### config.mk
export PLATFORM = sky130hd
export DESIGN_NAME = cost_vol_packer
export DESIGN_NICKNAME = d
export VERILOG_FILES = /design/src/rtl/cost_vol_packer_pkg.sv /design/src/rtl/cost_vol_packer_cost_sat.sv /design/src/rtl/cost_vol_packer.sv
export SDC_FILE = /design/constraint.sdc
export NUM_CORES = 2
export LEC_CHECK = 0
export CORE_ASPECT_RATIO = 1.1
export CORE_MARGIN = 1.5
export CORE_UTILIZATION = 54
export DETAILED_ROUTE_END_ITERATION = 12
export DONT_BUFFER_PORTS = 1
export HOLD_SLACK_MARGIN = 0.05
export PLACE_DENSITY = 0.67
export SETUP_SLACK_MARGIN = 0.15
export SYNTH_ARGS = -nofsm -noshare
export SYNTH_HDL_FRONTEND = slang
export SYNTH_SLANG_ARGS = --single-unit
### constraint.sdc
create_clock -name clk -period 3.9 [get_ports clk]
set_input_delay 0.39 -clock clk [delete_from_list [all_inputs] [get_ports clk]]
set_output_delay 0.39 -clock clk [all_outputs]
set_load 0.02 [all_outputs]
### src/rtl/cost_vol_packer_pkg.sv
// -----------------------------------------------------------------------------
// cost_vol_packer_pkg
// Shared stereo-pipeline constants for the cost volume packer:
//   MAXDISPARITY  - number of disparity costs that make up one pixel
//   LPDI_WIDTH    - packed (saturated) cost width per disparity
//   COSTIN_WIDTH  - width of the serial aggregated cost entering the packer
//   OUTPUTDATAWID - packed volume width, one slot per disparity plus SOF bit
//   CNT_WIDTH     - width of the disparity slot counter
// Also holds the packer FSM state encoding.
// -----------------------------------------------------------------------------
package cost_vol_packer_pkg;

  localparam int MAXDISPARITY  = 64;
  localparam int LPDI_WIDTH    = 8;
  localparam int COSTIN_WIDTH  = 10;
  localparam int OUTPUTDATAWID = MAXDISPARITY * LPDI_WIDTH + 1;
  localparam int CNT_WIDTH     = $clog2(MAXDISPARITY);

  // WAIT_SOF: hunting for the first cost of a frame.
  // FILL:     assembling pixels slot by slot.
  typedef enum logic [0:0] {
    ST_WAIT_SOF = 1'b0,
    ST_FILL     = 1'b1
  } state_e;

endpackage : cost_vol_packer_pkg

### src/rtl/cost_vol_packer_cost_sat.sv
// -----------------------------------------------------------------------------
// cost_sat
// Combinational clamp of a wide aggregated cost onto the packed cost width.
// Any value that does not fit in LPDI_WIDTH bits becomes all-ones; values
// that fit pass through unchanged.
//
// Ports
//   cost_i  [COSTIN_WIDTH-1:0]  incoming aggregated cost
//   cost_o  [LPDI_WIDTH-1:0]    saturated cost
// -----------------------------------------------------------------------------
module cost_sat #(
  parameter int COSTIN_WIDTH = 10,
  parameter int LPDI_WIDTH   = 8
) (
  input  logic [COSTIN_WIDTH-1:0] cost_i,
  output logic [LPDI_WIDTH-1:0]   cost_o
);

  // Any set bit above the packed width means the cost is out of range.
  logic over_s;
  assign over_s = |cost_i[COSTIN_WIDTH-1:LPDI_WIDTH];

  // Clamp to the largest representable packed cost on overflow.
  always_comb begin
    if (over_s) begin
      cost_o = '1;
    end else begin
      cost_o = cost_i[LPDI_WIDTH-1:0];
    end
  end

endmodule : cost_sat

### src/rtl/cost_vol_packer.sv
// -----------------------------------------------------------------------------
// cost_vol_packer
// Collects a serial stream of per-disparity costs (disparity 0 first) into a
// packed per-pixel cost volume. Each cost is saturated to LPDI_WIDTH bits and
// written into a fill buffer; once the last disparity arrives the completed
// pixel plus its start-of-frame flag is copied into the output register and
// announced with a one-cycle strobe. The output register is separate from the
// fill buffer, so the next pixel can be assembled while the previous one is
// still being consumed.
//
// Ports
//   clk         rising-edge clock
//   rst         synchronous active-high reset, overrides everything
//   en          global enable; low freezes all state and blocks transfers
//   cost_valid  cost_in / cost_sof are valid this cycle
//   cost_in     aggregated cost of the current disparity
//   cost_sof    start of frame, only with disparity 0 of a frame's first pixel
//   cost_ready  transfer acceptance (en while not in reset)
//   LPDo        packed pixel: slot k holds disparity k, MSB is the SOF flag
//   pixelEN     one-cycle strobe, LPDo has just been loaded with a new pixel
//   sync_err    sticky: a start of frame interrupted a partially filled pixel
// -----------------------------------------------------------------------------
module cost_vol_packer #(
  parameter int MAXDISPARITY  = cost_vol_packer_pkg::MAXDISPARITY,
  parameter int LPDI_WIDTH    = cost_vol_packer_pkg::LPDI_WIDTH,
  parameter int COSTIN_WIDTH  = cost_vol_packer_pkg::COSTIN_WIDTH,
  parameter int OUTPUTDATAWID = MAXDISPARITY * LPDI_WIDTH + 1
) (
  input  logic                     clk,
  input  logic                     rst,
  input  logic                     en,
  input  logic                     cost_valid,
  input  logic [COSTIN_WIDTH-1:0]  cost_in,
  input  logic                     cost_sof,
  output logic                     cost_ready,
  output logic [OUTPUTDATAWID-1:0] LPDo,
  output logic                     pixelEN,
  output logic                     sync_err
);

  import cost_vol_packer_pkg::*;

  localparam int                CNT_W     = $clog2(MAXDISPARITY);
  localparam int                FILL_W    = MAXDISPARITY * LPDI_WIDTH;
  localparam logic [CNT_W-1:0]  LAST_SLOT = CNT_W'(MAXDISPARITY - 1);
  localparam logic [CNT_W-1:0]  ONE_SLOT  = CNT_W'(1);

  state_e                   state_q;
  logic [CNT_W-1:0]         count_q;
  logic [FILL_W-1:0]        fill_q;
  logic                     pix_sof_q;
  logic [OUTPUTDATAWID-1:0] lpdo_q;
  logic                     pixel_en_q;
  logic                     sync_err_q;

  logic [LPDI_WIDTH-1:0]    cost_sat_s;
  logic [FILL_W-1:0]        full_pixel_s;

  cost_sat #(
    .COSTIN_WIDTH (COSTIN_WIDTH),
    .LPDI_WIDTH   (LPDI_WIDTH)
  ) u_cost_sat (
    .cost_i (cost_in),
    .cost_o (cost_sat_s)
  );

  // Acceptance is purely the enable gated by reset; there is no back-pressure
  // from the output side because the output register is double buffered.
  assign cost_ready = en & ~rst;

  // The last disparity goes straight into the output register, so merge it
  // with the fill buffer here instead of writing it to the buffer first.
  always_comb begin
    full_pixel_s = fill_q;
    full_pixel_s[LAST_SLOT*LPDI_WIDTH +: LPDI_WIDTH] = cost_sat_s;
  end

  // Packer FSM: slot counter, fill buffer, output register and status flags.
  always_ff @(posedge clk) begin
    if (rst) begin
      state_q    <= ST_WAIT_SOF;
      count_q    <= '0;
      fill_q     <= '0;
      pix_sof_q  <= 1'b0;
      lpdo_q     <= '0;
      pixel_en_q <= 1'b0;
      sync_err_q <= 1'b0;
    end else if (!en) begin
      // Frozen: only the strobe is forced low so a pixel is never announced twice.
      pixel_en_q <= 1'b0;
    end else begin
      pixel_en_q <= 1'b0;
      if (cost_valid) begin
        case (state_q)
          ST_WAIT_SOF: begin
            // Everything before the first start of frame is dropped.
            if (cost_sof) begin
              fill_q[LPDI_WIDTH-1:0] <= cost_sat_s;
              pix_sof_q              <= 1'b1;
              count_q                <= ONE_SLOT;
              state_q                <= ST_FILL;
            end
          end
          ST_FILL: begin
            if (cost_sof) begin
              // A start of frame restarts the pixel; if slots were already
              // filled the partial pixel is lost and the error is latched.
              if (count_q != '0) begin
                sync_err_q <= 1'b1;
              end
              fill_q[LPDI_WIDTH-1:0] <= cost_sat_s;
              pix_sof_q              <= 1'b1;
              count_q                <= ONE_SLOT;
            end else if (count_q == LAST_SLOT) begin
              lpdo_q     <= {pix_sof_q, full_pixel_s};
              pixel_en_q <= 1'b1;
              pix_sof_q  <= 1'b0;
              count_q    <= '0;
            end else begin
              fill_q[count_q*LPDI_WIDTH +: LPDI_WIDTH] <= cost_sat_s;
              count_q                                  <= count_q + ONE_SLOT;
            end
          end
          default: begin
            // Unreachable encoding: resynchronise on the next start of frame.
            state_q   <= ST_WAIT_SOF;
            count_q   <= '0;
            pix_sof_q <= 1'b0;
          end
        endcase
      end
    end
  end

  assign LPDo     = lpdo_q;
  assign pixelEN  = pixel_en_q;
  assign sync_err = sync_err_q;

endmodule : cost_vol_packer

==> flow_summary.json <==
{
  "totalWireLength_mm": 114,
  "drtPass1Iterations": 6,
  "period_share": 0.911,
  "syn_inst": 3243,
  "hp-class": "input port to register",
  "status": "completed",
  "clock-root-buffer": "clkbuf_16",
  "gp_congestion": 0.876,
  "dp.final_hpwl_mm": 75.3,
  "start_util": 0.548,
  "gr-total-overflow": 0,
  "startpoint_type": "register",
  "multi_input_area_sq_um": 16300,
  "synth_edf_count": 0,
  "crit_fanout": 16,
  "regArea_sq_um": 20600,
  "clkPwrFrac": 0.470,
  "tightestPinTransition_ns": 1.25,
  "num_vias": 26200,
  "critPathRequiredTime_ns": 4.48,
  "rsz0062_at_grt": "no",
  "die_h_microns": 281,
  "final_common_cell": "dfxtp_1",
  "grt_pass1_vias": 25900,
  "wl_per_cell_microns": 26.6,
  "ios": 531,
  "synth_mux_area_frac": 0.131,
  "routedLengthMet1_mm": 46.9,
  "cell_internal_pwr_uw": 16300,
  "drive_gt1_frac": 0.0983,
  "wl_met3_mm": 7.47,
  "ys_seq_elements": 1027,
  "path_cells": "or3_1, nor3_1, ha_1, nor4bb_1, a41o_1, a21oi_1, a311oi_1, dlygate4sd3_1",
  "drt-vias-per-instance": 6.08,
  "fin_worst_skew_ns": 0.0208,
  "layout_common_cells": "dfxtp_1 (1,027), a22o_1 (513), nand2b_1 (501)",
  "synth_top_family_by_area": "compound AO/OA/AOI/OAI gates",
  "antennaDiodeCount": 0,
  "seq_area_frac_synth": 0.542,
  "yosysUniqueCellTypes": 63,
  "critPathKind": "register to register",
  "cts.sinks": 1027,
  "htree_levels": 3,
  "worst-path-buf-inv": 1,
  "grt_max_degree": 328,
  "synth_flop_cell": "dfxtp_1",
  "hold_violations": 0,
  "area_delta_synth_final_pct": 15.3,
  "synth-simple-area-share": 0.119,
  "synthArstFlopShare": 0,
  "synthesis.area_per_instance_sq_um": 11.7,
  "switching_share": 0.216,
  "crit_family": "compound AO/OA/AOI/OAI gates",
  "place_area_sq_um": 38800,
  "grt_first_pass_wirelength_mm": 170,
  "ant_nets": 0,
  "layout.cells.non_filler": 4306,
  "netlist_area_sq_um": 37900,
  "initialDrtViolationCount": 1930,
  "synth_xor_area_frac": 0.000891,
  "portBuffers": 0,
  "drv_cap": 0,
  "fillers": 5484,
  "grt_usage": 0.309,
  "cts-buffers-inserted": 99,
  "worst_path_largest_cell_delay_ns": 0.61,
  "power_leakage_uw": 0.0181,
  "drc": 0,
  "dieArea_sq_um": 71800,
  "worstSkewPairLatency_ns": 0.66,
  "num_rows": 101,
  "top_layer_used": "met4",
  "fmax_ghz": 0.282,
  "path_clk_slew_ns": 0.06,
  "clockBufferDepth": 3,
  "final_max_slew_viol_count": 0,
  "fin_tns_setup_ns": 0,
  "crit_slowest_cell": "dlygate4sd3_1",
  "wl_met2_mm": 54.5,
  "pwr-share-seq": 0.504,
  "relSlewSlack": 0.169,
  "peakVddDrop_mv": 0.400,
  "syn_nets": 3261,
  "nets": 3318,
  "core_area_sq_um": 69300,
  "yosysWarnings": 0,
  "cts_tree": "built",
  "cp-end-kind": "register",
  "dp_cells": 3969,
  "synth_compound_area_frac": 0.175,
  "grt_antenna_before_repair": 0,
  "die_w_microns": 256,
  "switching_power_uw": 4500,
  "cts.repair.resized": 0,
  "synth_fa_ha_area_frac": 0.000990,
  "pwr_density_cell_nw_per_um2": 476,
  "setup_viol": 0,
  "min_period_ns": 3.55,
  "design_area_sq_um": 43700,
  "comb_power_share": 0.026,
  "cp.arrival_ns": 4.13
}
==> repair_timing <==
item	in CTS	in global routing
endpoints found under the setup margin	0	21
buffers inserted	0	1
hold buffers	156	0
hold endpoints to repair	480	0
==> cells in the mapped netlist (14+ instances only) <==
master | n | area share
buf_2 | 61 | 0.0080
o2111ai_4 | 24 | 0.017
buf_1 | 18 | 0.0018
nand4_1 | 17 | 0.0028
nand2_1 | 77 | 0.0076
nand2b_1 | 501 | 0.083
o2111ai_1 | 17 | 0.0039
nand3_1 | 51 | 0.0067
dfxtp_1 | 1027 | 0.54
nor2_1 | 25 | 0.0025
o2111ai_2 | 24 | 0.0095
a21oi_1 | 17 | 0.0022
mux2i_1 | 496 | 0.13
a22o_1 | 513 | 0.12
clkbuf_1 | 180 | 0.018
o211ai_1 | 49 | 0.0097
buf_4 | 14 | 0.0028
==> state kept, by name (all words and copies together), names as in the netlist <==
register / cells
LPDo: 513
count_q: 6
fill_q: 504
pix_sof_q: 1
pixelEN: 1
state_q: 1
sync_err: 1
==> per-stage QoR <==
stage,util,setup WS [ns],power (uW),hold WS (ns)
floorplan,-,0.756,11100,0.436
global placement,0.560,0.460,11200,0.452
detailed placement,0.560,0.369,11200,0.452
CTS,0.631,0.320,20900,0.0559
global route,0.631,0.168,21400,0.117
finish,0.631,0.348,20800,0.139
==> kinds of logic after synthesis <==
| logic type | Yosys count |
|---|---|
| buffers and inverters | 280 |
| adder cells (fa/ha/maj) | 3 |
| AND/OR/NAND/NOR | 744 |
| AO/OA/AOI/OAI | 690 |
| multiplexers | 496 |
| flip-flops | 1027 |
| XOR/XNOR | 3 |
==> routing by layer <==
metal | vias up | global-route usage
met5 | - | 0
met4 | 0 | 0.147
met3 | 225 | 0.0640
met2 | 904 | 0.512
met1 | 13100 | 0.384
li1 | 11900 | -
==> cell type report <==
| type | count | share of cell area |
|---|---|---|
| sequential | 1027 | 0.470 |
| timing repair buffer | 230 | 0.0531 |
| tap | 927 | 0.0265 |
| inverter | 6 | 0.000515 |
| multi-input combinational | 1936 | 0.373 |
| clock buffer | 137 | 0.0647 |
| clock inverter | 43 | 0.0117 |
==> power by group through the flow <==
stage / sequential [uW] / clock [uW] / combinational, uW
after CTS: 10500 / 9900 / 538
after global routing: 10500 / 10300 / 563
final: 10500 / 9790 / 544
after detailed placement: 10700 / 0 / 467
after global placement: 10700 / 0 / 462
after floorplan: 10700 / 0 / 373
==> final timing paths <==
kind                                  start           to  slack (ns)  cells past startpoint
worst min-delay path                    rst  fill_q[129]        0.14                      2
worst max-delay path             count_q[1]    fill_q[1]        0.35                      8
worst max register to register   count_q[1]    fill_q[1]        0.35                      8
worst min register to register  fill_q[108]    LPDo[108]        0.47                      1
Power figures use the tool's default switching activity.
